**config.mk**
```make
export PLATFORM = sky130hd
export DESIGN_NAME = div_iter_flat
export DESIGN_NICKNAME = d
export VERILOG_FILES = /design/src/rtl/div_iter_pkg.sv /design/src/rtl/div_iter_if.sv /design/src/rtl/div_iter_step.sv /design/src/rtl/div_iter.sv /design/src/flat_wrapper.sv
export SDC_FILE = /design/constraint.sdc
export NUM_CORES = 1
export LEC_CHECK = 0
export BUFFER_PORTS_ARGS = -buffer_cell sky130_fd_sc_hd__buf_2
export CORE_ASPECT_RATIO = 0.75
export CORE_MARGIN = 1
export CORE_UTILIZATION = 60
export CTS_CLUSTER_SIZE = 12
export DETAILED_ROUTE_END_ITERATION = 10
export HOLD_SLACK_MARGIN = 0.1
export PLACE_DENSITY = 0.91
export SLEW_MARGIN = 30
export SYNTH_ARGS = -nofsm -noshare
export SYNTH_HDL_FRONTEND = slang
export SYNTH_SLANG_ARGS = --single-unit
```
**constraint.sdc**
```tcl
create_clock -name clk -period 5.7 [get_ports clk]
set_input_delay 0.57 -clock clk [delete_from_list [all_inputs] [get_ports clk]]
set_output_delay 0.57 -clock clk [all_outputs]
set_load 0.02 [all_outputs]
```
**src/rtl/div_iter_pkg.sv**
```systemverilog
// Shared types and constants for the iterative divider.
// State encodings plus the EX-side handshake level names.
package div_iter_pkg;

    typedef enum logic [1:0] {
        DivFree   = 2'd0,
        DivByZero = 2'd1,
        DivOn     = 2'd2,
        DivEnd    = 2'd3
    } div_state_e;

    localparam logic DivResultReady    = 1'b1;
    localparam logic DivResultNotReady = 1'b0;
    localparam logic DivStart          = 1'b1;
    localparam logic DivStop           = 1'b0;

endpackage

```
**src/rtl/div_iter_if.sv**
```systemverilog
// EX <-> divider handshake bundle. EX drives through master,
// the divider consumes through slave.
interface div_iter_if #(
    parameter int WIDTH = 32
);
    logic               signed_div_i;
    logic [WIDTH-1:0]   opdata1_i;
    logic [WIDTH-1:0]   opdata2_i;
    logic               start_i;
    logic               annul_i;
    logic [2*WIDTH-1:0] result_o;
    logic               ready_o;
    logic               divzero_o;

    modport master (
        output signed_div_i, opdata1_i, opdata2_i, start_i, annul_i,
        input  result_o, ready_o, divzero_o
    );

    modport slave (
        input  signed_div_i, opdata1_i, opdata2_i, start_i, annul_i,
        output result_o, ready_o, divzero_o
    );
endinterface

```
**src/rtl/div_iter_step.sv**
```systemverilog
// One restoring subtract-and-shift step. part = {cand[WIDTH:0], low[WIDTH-1:0]};
// cand is the shifted partial remainder, low holds the pending dividend and quotient bits.
module div_step #(
    parameter int WIDTH = 32
) (
    input  logic [2*WIDTH:0]  part_i,
    input  logic [WIDTH-1:0]  divisor_i,
    output logic [2*WIDTH:0]  part_o
);
    logic [WIDTH:0]   cand;
    logic [WIDTH:0]   diff;
    logic [WIDTH-1:0] low;
    logic             ge;
    logic [WIDTH-1:0] new_rem;

    assign cand    = part_i[2*WIDTH:WIDTH];
    assign low     = part_i[WIDTH-1:0];
    assign diff    = cand - {1'b0, divisor_i};
    assign ge      = (cand >= {1'b0, divisor_i});
    // cand < 2*divisor, so a successful subtract always fits in WIDTH bits.
    assign new_rem = ge ? diff[WIDTH-1:0] : cand[WIDTH-1:0];
    assign part_o  = {new_rem, low, ge};

endmodule

```
**src/rtl/div_iter.sv**
```systemverilog
// Iterative signed/unsigned divider retiring UNROLL quotient bits per cycle.
// Result is {remainder, quotient}; sign fix-up is applied on entry to END.
module div_iter
    import div_iter_pkg::*;
#(
    parameter int WIDTH  = 32,
    parameter int UNROLL = 1
) (
    input logic      clk,
    input logic      rst,
    div_iter_if.slave bus
);
    localparam int PW = 2*WIDTH + 1;
    localparam int CW = $clog2(WIDTH) + 1;
    localparam logic [CW-1:0] LAST_CNT = CW'(WIDTH - UNROLL);

    function automatic logic [WIDTH-1:0] cond_neg(input logic [WIDTH-1:0] v, input logic neg);
        return neg ? (~v + 1'b1) : v;
    endfunction

    div_state_e         state_q;
    logic [CW-1:0]      cnt_q;
    logic [PW-1:0]      part_q;
    logic [WIDTH-1:0]   divisor_q;
    logic               qneg_q;
    logic               rneg_q;
    logic [2*WIDTH-1:0] result_q;
    logic               ready_q;
    logic               divzero_q;

    logic [UNROLL:0][PW-1:0] chain;
    logic [PW-1:0]      part_d;
    logic               sign1;
    logic               sign2;
    logic [WIDTH-1:0]   abs1;
    logic [WIDTH-1:0]   abs2;

    assign chain[0] = part_q;

    for (genvar g = 0; g < UNROLL; g++) begin : g_step
        div_step #(.WIDTH(WIDTH)) u_step (
            .part_i    (chain[g]),
            .divisor_i (divisor_q),
            .part_o    (chain[g+1])
        );
    end

    assign part_d = chain[UNROLL];
    assign sign1  = bus.signed_div_i & bus.opdata1_i[WIDTH-1];
    assign sign2  = bus.signed_div_i & bus.opdata2_i[WIDTH-1];
    assign abs1   = cond_neg(bus.opdata1_i, sign1);
    assign abs2   = cond_neg(bus.opdata2_i, sign2);

    always_ff @(posedge clk or negedge rst) begin
        if (!rst) begin
            state_q   <= DivFree;
            cnt_q     <= '0;
            part_q    <= '0;
            divisor_q <= '0;
            qneg_q    <= 1'b0;
            rneg_q    <= 1'b0;
            result_q  <= '0;
            ready_q   <= DivResultNotReady;
            divzero_q <= 1'b0;
        end else if (bus.annul_i) begin
            state_q   <= DivFree;
            cnt_q     <= '0;
            result_q  <= '0;
            ready_q   <= DivResultNotReady;
            divzero_q <= 1'b0;
        end else begin
            case (state_q)
                DivFree: begin
                    if (bus.start_i == DivStart) begin
                        part_q    <= {{WIDTH{1'b0}}, abs1, 1'b0};
                        divisor_q <= abs2;
                        qneg_q    <= sign1 ^ sign2;
                        rneg_q    <= sign1;
                        cnt_q     <= '0;
                        state_q   <= (bus.opdata2_i == '0) ? DivByZero : DivOn;
                    end
                end
                DivByZero: begin
                    // Two edges in this state keep the zero-divisor latency fixed at two.
                    if (cnt_q == CW'(1)) begin
                        state_q   <= DivEnd;
                        cnt_q     <= '0;
                        result_q  <= '0;
                        ready_q   <= DivResultReady;
                        divzero_q <= 1'b1;
                    end else begin
                        cnt_q <= cnt_q + CW'(1);
                    end
                end
                DivOn: begin
                    part_q <= part_d;
                    if (cnt_q == LAST_CNT) begin
                        state_q   <= DivEnd;
                        cnt_q     <= '0;
                        result_q  <= {cond_neg(part_d[2*WIDTH:WIDTH+1], rneg_q),
                                      cond_neg(part_d[WIDTH-1:0], qneg_q)};
                        ready_q   <= DivResultReady;
                        divzero_q <= 1'b0;
                    end else begin
                        cnt_q <= cnt_q + CW'(UNROLL);
                    end
                end
                DivEnd: begin
                    if (bus.start_i == DivStop) begin
                        state_q   <= DivFree;
                        result_q  <= '0;
                        ready_q   <= DivResultNotReady;
                        divzero_q <= 1'b0;
                    end
                end
                default: state_q <= DivFree;
            endcase
        end
    end

    assign bus.result_o  = result_q;
    assign bus.ready_o   = ready_q;
    assign bus.divzero_o = divzero_q;

endmodule

```
**src/flat_wrapper.sv**
```systemverilog
// flat-port wrapper written by rule: the top's interface ports become plain ports
module div_iter_flat import div_iter_pkg::*;
#(
    parameter int WIDTH  = 32,
    parameter int UNROLL = 1
)
  (clk, rst, bus_signed_div_i, bus_opdata1_i, bus_opdata2_i, bus_start_i, bus_annul_i, bus_result_o, bus_ready_o, bus_divzero_o);
  div_iter_if #(.WIDTH(WIDTH)) bus_i ();
  input logic clk;
  input logic rst;
  input wire logic [$bits(bus_i.signed_div_i)-1:0] bus_signed_div_i;
  input wire logic [$bits(bus_i.opdata1_i)-1:0] bus_opdata1_i;
  input wire logic [$bits(bus_i.opdata2_i)-1:0] bus_opdata2_i;
  input wire logic [$bits(bus_i.start_i)-1:0] bus_start_i;
  input wire logic [$bits(bus_i.annul_i)-1:0] bus_annul_i;
  output wire logic [$bits(bus_i.result_o)-1:0] bus_result_o;
  output wire logic [$bits(bus_i.ready_o)-1:0] bus_ready_o;
  output wire logic [$bits(bus_i.divzero_o)-1:0] bus_divzero_o;
  assign bus_i.signed_div_i = bus_signed_div_i;
  assign bus_i.opdata1_i = bus_opdata1_i;
  assign bus_i.opdata2_i = bus_opdata2_i;
  assign bus_i.start_i = bus_start_i;
  assign bus_i.annul_i = bus_annul_i;
  assign bus_result_o = bus_i.result_o;
  assign bus_ready_o = bus_i.ready_o;
  assign bus_divzero_o = bus_i.divzero_o;
  div_iter #(.WIDTH(WIDTH), .UNROLL(UNROLL)) u_core (.clk(clk), .rst(rst), .bus(bus_i));
endmodule
```
==> out/summary.txt <==
run status: finished, final reports clean
worst-case clock skew: 0.01290 ns
number of enable-type register cells in the synthesized netlist: 0
Routed WL per cell: 19.03 µm
top achievable clock speed: 216.0 MHz
count of buffers added by post-CTS timing repair for setup: 0
overall routed net length: 35.25 mm
yosys warns: 0
fraction of layout cells with a size suffix above 1: 15.25%
startpoint kind of the worst setup timing path: flop
portion of the post-synthesis area used by sequential elements: 34.84%
cell with the largest stage delay on the worst path: sky130_fd_sc_hd__dfrtp_1
global-route usage over all layers: 33.70%
crit path max fanout: 7
mux cell area share after synthesis: 2.125%
Async S/R FF share, synth: 100.0%
mean number of vias per cell: 6.330
Floorplan Core Area: 0.02027 mm²
wire length of the first global-routing pass: 56.48 mm
count of buffering cells on the critical path with inverters included: 1
count of unique library cells instantiated by Yosys: 101
clock tree from TritonCTS: done
kind of critical path: flop to flop
RSZ-0062 raised after global routing: false
relative slew slack: 35.98%
Layout area overhead: 10.34%
detailed-placement wirelength estimate: 25.75 mm
cells along the critical path: ha_1, a21o_1, a31oi_2, a2111oi_4, o31ai_2, nand2_4, inv_2, mux2i_1, ha_1, nand4_1, or4_1, and3b_1, a41o_2, nand4_4, o31ai_2, xnor2_1, o21ai_1
cell taking the most area after synthesis: sky130_fd_sc_hd__dfrtp_1
Clk Tree Root Cell: sky130_fd_sc_hd__clkbuf_16
cell with the most instances after synthesis: sky130_fd_sc_hd__nand2_1
source-to-sink clock delay at the later pin of the worst-skew pair: 0.45 ns
adder-cell share of the synthesized area: 4.491%
arrival time of data at the critical path endpoint: 4.95 ns
# H-tree levels: 4
Max Transition Viols Final: 0
clock transition at the register clock pins on the worst setup and hold paths after CTS: 0.08 ns
dominant combinational cell family by area after synthesis: compound AO/OA/AOI/OAI gates
synthesized flop and latch total: 173
maximum buffer depth of the clock tree: 2
Final nets: 1693
First DRT Iteration DRCs: 1426
Avg Cell Area, Syn: 8.278 µm²
number of standard-cell rows in the floorplan: 45
number of instances resized during post-cts repair: 0
cells after synthesis: 1501
post-placement cell area: 0.01308 mm²
final cell utilization of the core: 67.64%
overflow left after global routing: 0
crit path time final: 4.629 ns
clock net sink count: 173
final hold violation count: 0
share of Yosys cell area claimed by the top area cell type: 34.84%
remaining design rule violation count: 0
top_reg_cell synth: sky130_fd_sc_hd__dfrtp_1
slew of the pin with the lowest slew margin: 0.9604 ns
Post-CTS Hold Fix Bufs: 0
pin count of the biggest net entering global routing: 98
Final Wtd Congestion: 0.9803
Starting Density: 61.30%
clock buffer count from CTS: 17
initial antenna violation count: 1
die area: 0.02130 mm²
most numerous cell types in the synthesized netlist: 243 x sky130_fd_sc_hd__nand2_1, 207 x sky130_fd_sc_hd__o21ai_0, 173 x sky130_fd_sc_hd__dfrtp_1
Worst setup EP type: flop
share of the synthesized netlist area taken by xor and xnor gates: 9.929%
top-level I/O count: 135
Largest delay share family, worst path: compound AO/OA/AOI/OAI gates
max-capacitance violation count: 0
vias in the first global route: 10500
final-report setup violation count: 0
top area cells in the synthesized netlist: sky130_fd_sc_hd__dfrtp_1 35%, sky130_fd_sc_hd__o21ai_0 8.3%, sky130_fd_sc_hd__nand2_1 7.3%, sky130_fd_sc_hd__xnor2_1 5.3%, sky130_fd_sc_hd__xor2_1 4.5%
CP max stage delay: 0.49 ns
total negative slack: 0 ns
iteration count of the initial detailed-routing pass: 6
via count: 11720
post-synth design cell area: 0.01243 mm²
final worst-path cycle share: 81.21%
Antenna Violating Nets Remaining: 0
port bufs: 134
height of the die: 126.6 µm
width of the die: 168.2 µm
final cell area excluding filler cells: 0.01371 mm²
area share of and/or/nand/nor cells after synthesis: 19.82%
fraction of the mapped netlist area in compound gates: 23.60%
required arrival time at the worst endpoint: 6.03 ns
Syn Nets: 1614
Hold/Removal Path Class: input port to asynchronous set/reset pin
-- placed cells by master (no fill, tap or decap), types with 4 or more instances in the layout --
master                      Yosys  routed
sky130_fd_sc_hd__nor3_1        25      25
sky130_fd_sc_hd__o31ai_2        8       8
sky130_fd_sc_hd__nor3b_1        4       4
sky130_fd_sc_hd__xor2_1        64      64
sky130_fd_sc_hd__o211ai_1       8       8
sky130_fd_sc_hd__o21ai_1       17      17
sky130_fd_sc_hd__nand4_1       10      10
sky130_fd_sc_hd__nor2b_1        4       4
sky130_fd_sc_hd__nand3_1       16      16
sky130_fd_sc_hd__a21o_1        11      11
sky130_fd_sc_hd__xnor2_1       75      75
sky130_fd_sc_hd__or4_1          8       8
sky130_fd_sc_hd__o21ai_0      207     207
sky130_fd_sc_hd__inv_8          0       4
sky130_fd_sc_hd__clkinv_8       0       6
sky130_fd_sc_hd__and3_1         6       6
sky130_fd_sc_hd__a21oi_1      108     108
sky130_fd_sc_hd__nand2b_1      15      15
sky130_fd_sc_hd__a211oi_1       7       7
sky130_fd_sc_hd__buf_4          5       9
sky130_fd_sc_hd__or2_2          5       5
sky130_fd_sc_hd__and2_1         5       5
sky130_fd_sc_hd__nor2_1        92      91
sky130_fd_sc_hd__o21a_1         5       5
sky130_fd_sc_hd__nand2_1      243     243
sky130_fd_sc_hd__or3_1         25      25
sky130_fd_sc_hd__a22o_1         8       8
sky130_fd_sc_hd__nor4_1        17      17
sky130_fd_sc_hd__mux2i_1       20      20
sky130_fd_sc_hd__and4_1         6       6
sky130_fd_sc_hd__inv_1         57      57
sky130_fd_sc_hd__ha_1          43      42
sky130_fd_sc_hd__clkbuf_16      0      17
sky130_fd_sc_hd__o41ai_1        8       8
sky130_fd_sc_hd__o31ai_1       24      24
sky130_fd_sc_hd__dfrtp_1      173     172
sky130_fd_sc_hd__buf_2          8     133
-- stage by stage --
stage	hold WS (ns)	std cells	setup WS, ns
floorplan	0.2744	1501	0.9798
global placement	0.4558	1819	1.316
detailed placement	0.4655	1819	1.165
CTS	0.2461	1851	1.118
global route	0.2706	1851	0.7651
finish	0.2042	1852	1.071
-- flip-flops by register name, summed over array words and instances (netlist names) --
| register | cells |
|---|---|
| u_core.state_q | 2 |
| u_core.part_q | 65 |
| u_core.qneg_q | 1 |
| u_core.divisor_q | 32 |
| u_core.rneg_q | 1 |
| u_core.bus.divzero_o | 1 |
| u_core.bus.ready_o | 1 |
| u_core.cnt_q | 6 |
| u_core.bus.result_o | 64 |
-- cell families (layout without fill, tap and decap cells) --
family,count (synthesis),after routing
XOR/XNOR,140,140
AO/OA/AOI/OAI,467,467
other,0,1
adder cells (fa/ha/maj),44,44
buffers and inverters,142,234
multiplexers,25,25
AND/OR/NAND/NOR,510,510
flip-flops,173,173
-- routing by layer --
metal | track usage (%) | share of wire (%) | routed length [µm] | vias to the layer above
met5 | 0 | 0 | 0 | -
met4 | 9.037 | 1.6 | 554 | 0
met3 | 8.518 | 12 | 4100 | 68
met2 | 45.42 | 40 | 13970 | 682
met1 | 52.80 | 47 | 16630 | 5517
li1 | - | - | - | 5456
-- final cells by class --
class | instances | area (µm²)
clock buffer | 17 | 425.4
clock inverter | 15 | 192.7
sequential | 173 | 4330
tap | 258 | 322.8
timing repair buffer | 144 | 758.2
antenna | 1 | 2.502
inverter | 58 | 217.7
multi-input combinational | 1186 | 7461
fill | 1619 | 6559
-- path summary, 6_finish.rpt --
path                                    startpoint                       to  slack, ns  cells after the start
hold / removal                                 rst  u_core.bus.result_o[55]       0.20                      1
max in group asynchronous                      rst            u_core.rneg_q       4.26                      2
setup / recovery                 u_core.part_q[36]  u_core.bus.result_o[60]       1.07                     17
hold reg to reg            u_core.bus.result_o[51]  u_core.bus.result_o[51]       0.48                      2
setup reg to reg                 u_core.part_q[36]  u_core.bus.result_o[60]       1.07                     17
min in group clk                 bus_opdata2_i[17]     u_core.divisor_q[17]       0.43                      3
Power is not shown: default switching activity piles up to over one toggle a cycle in this logic, so the estimate is an artifact.
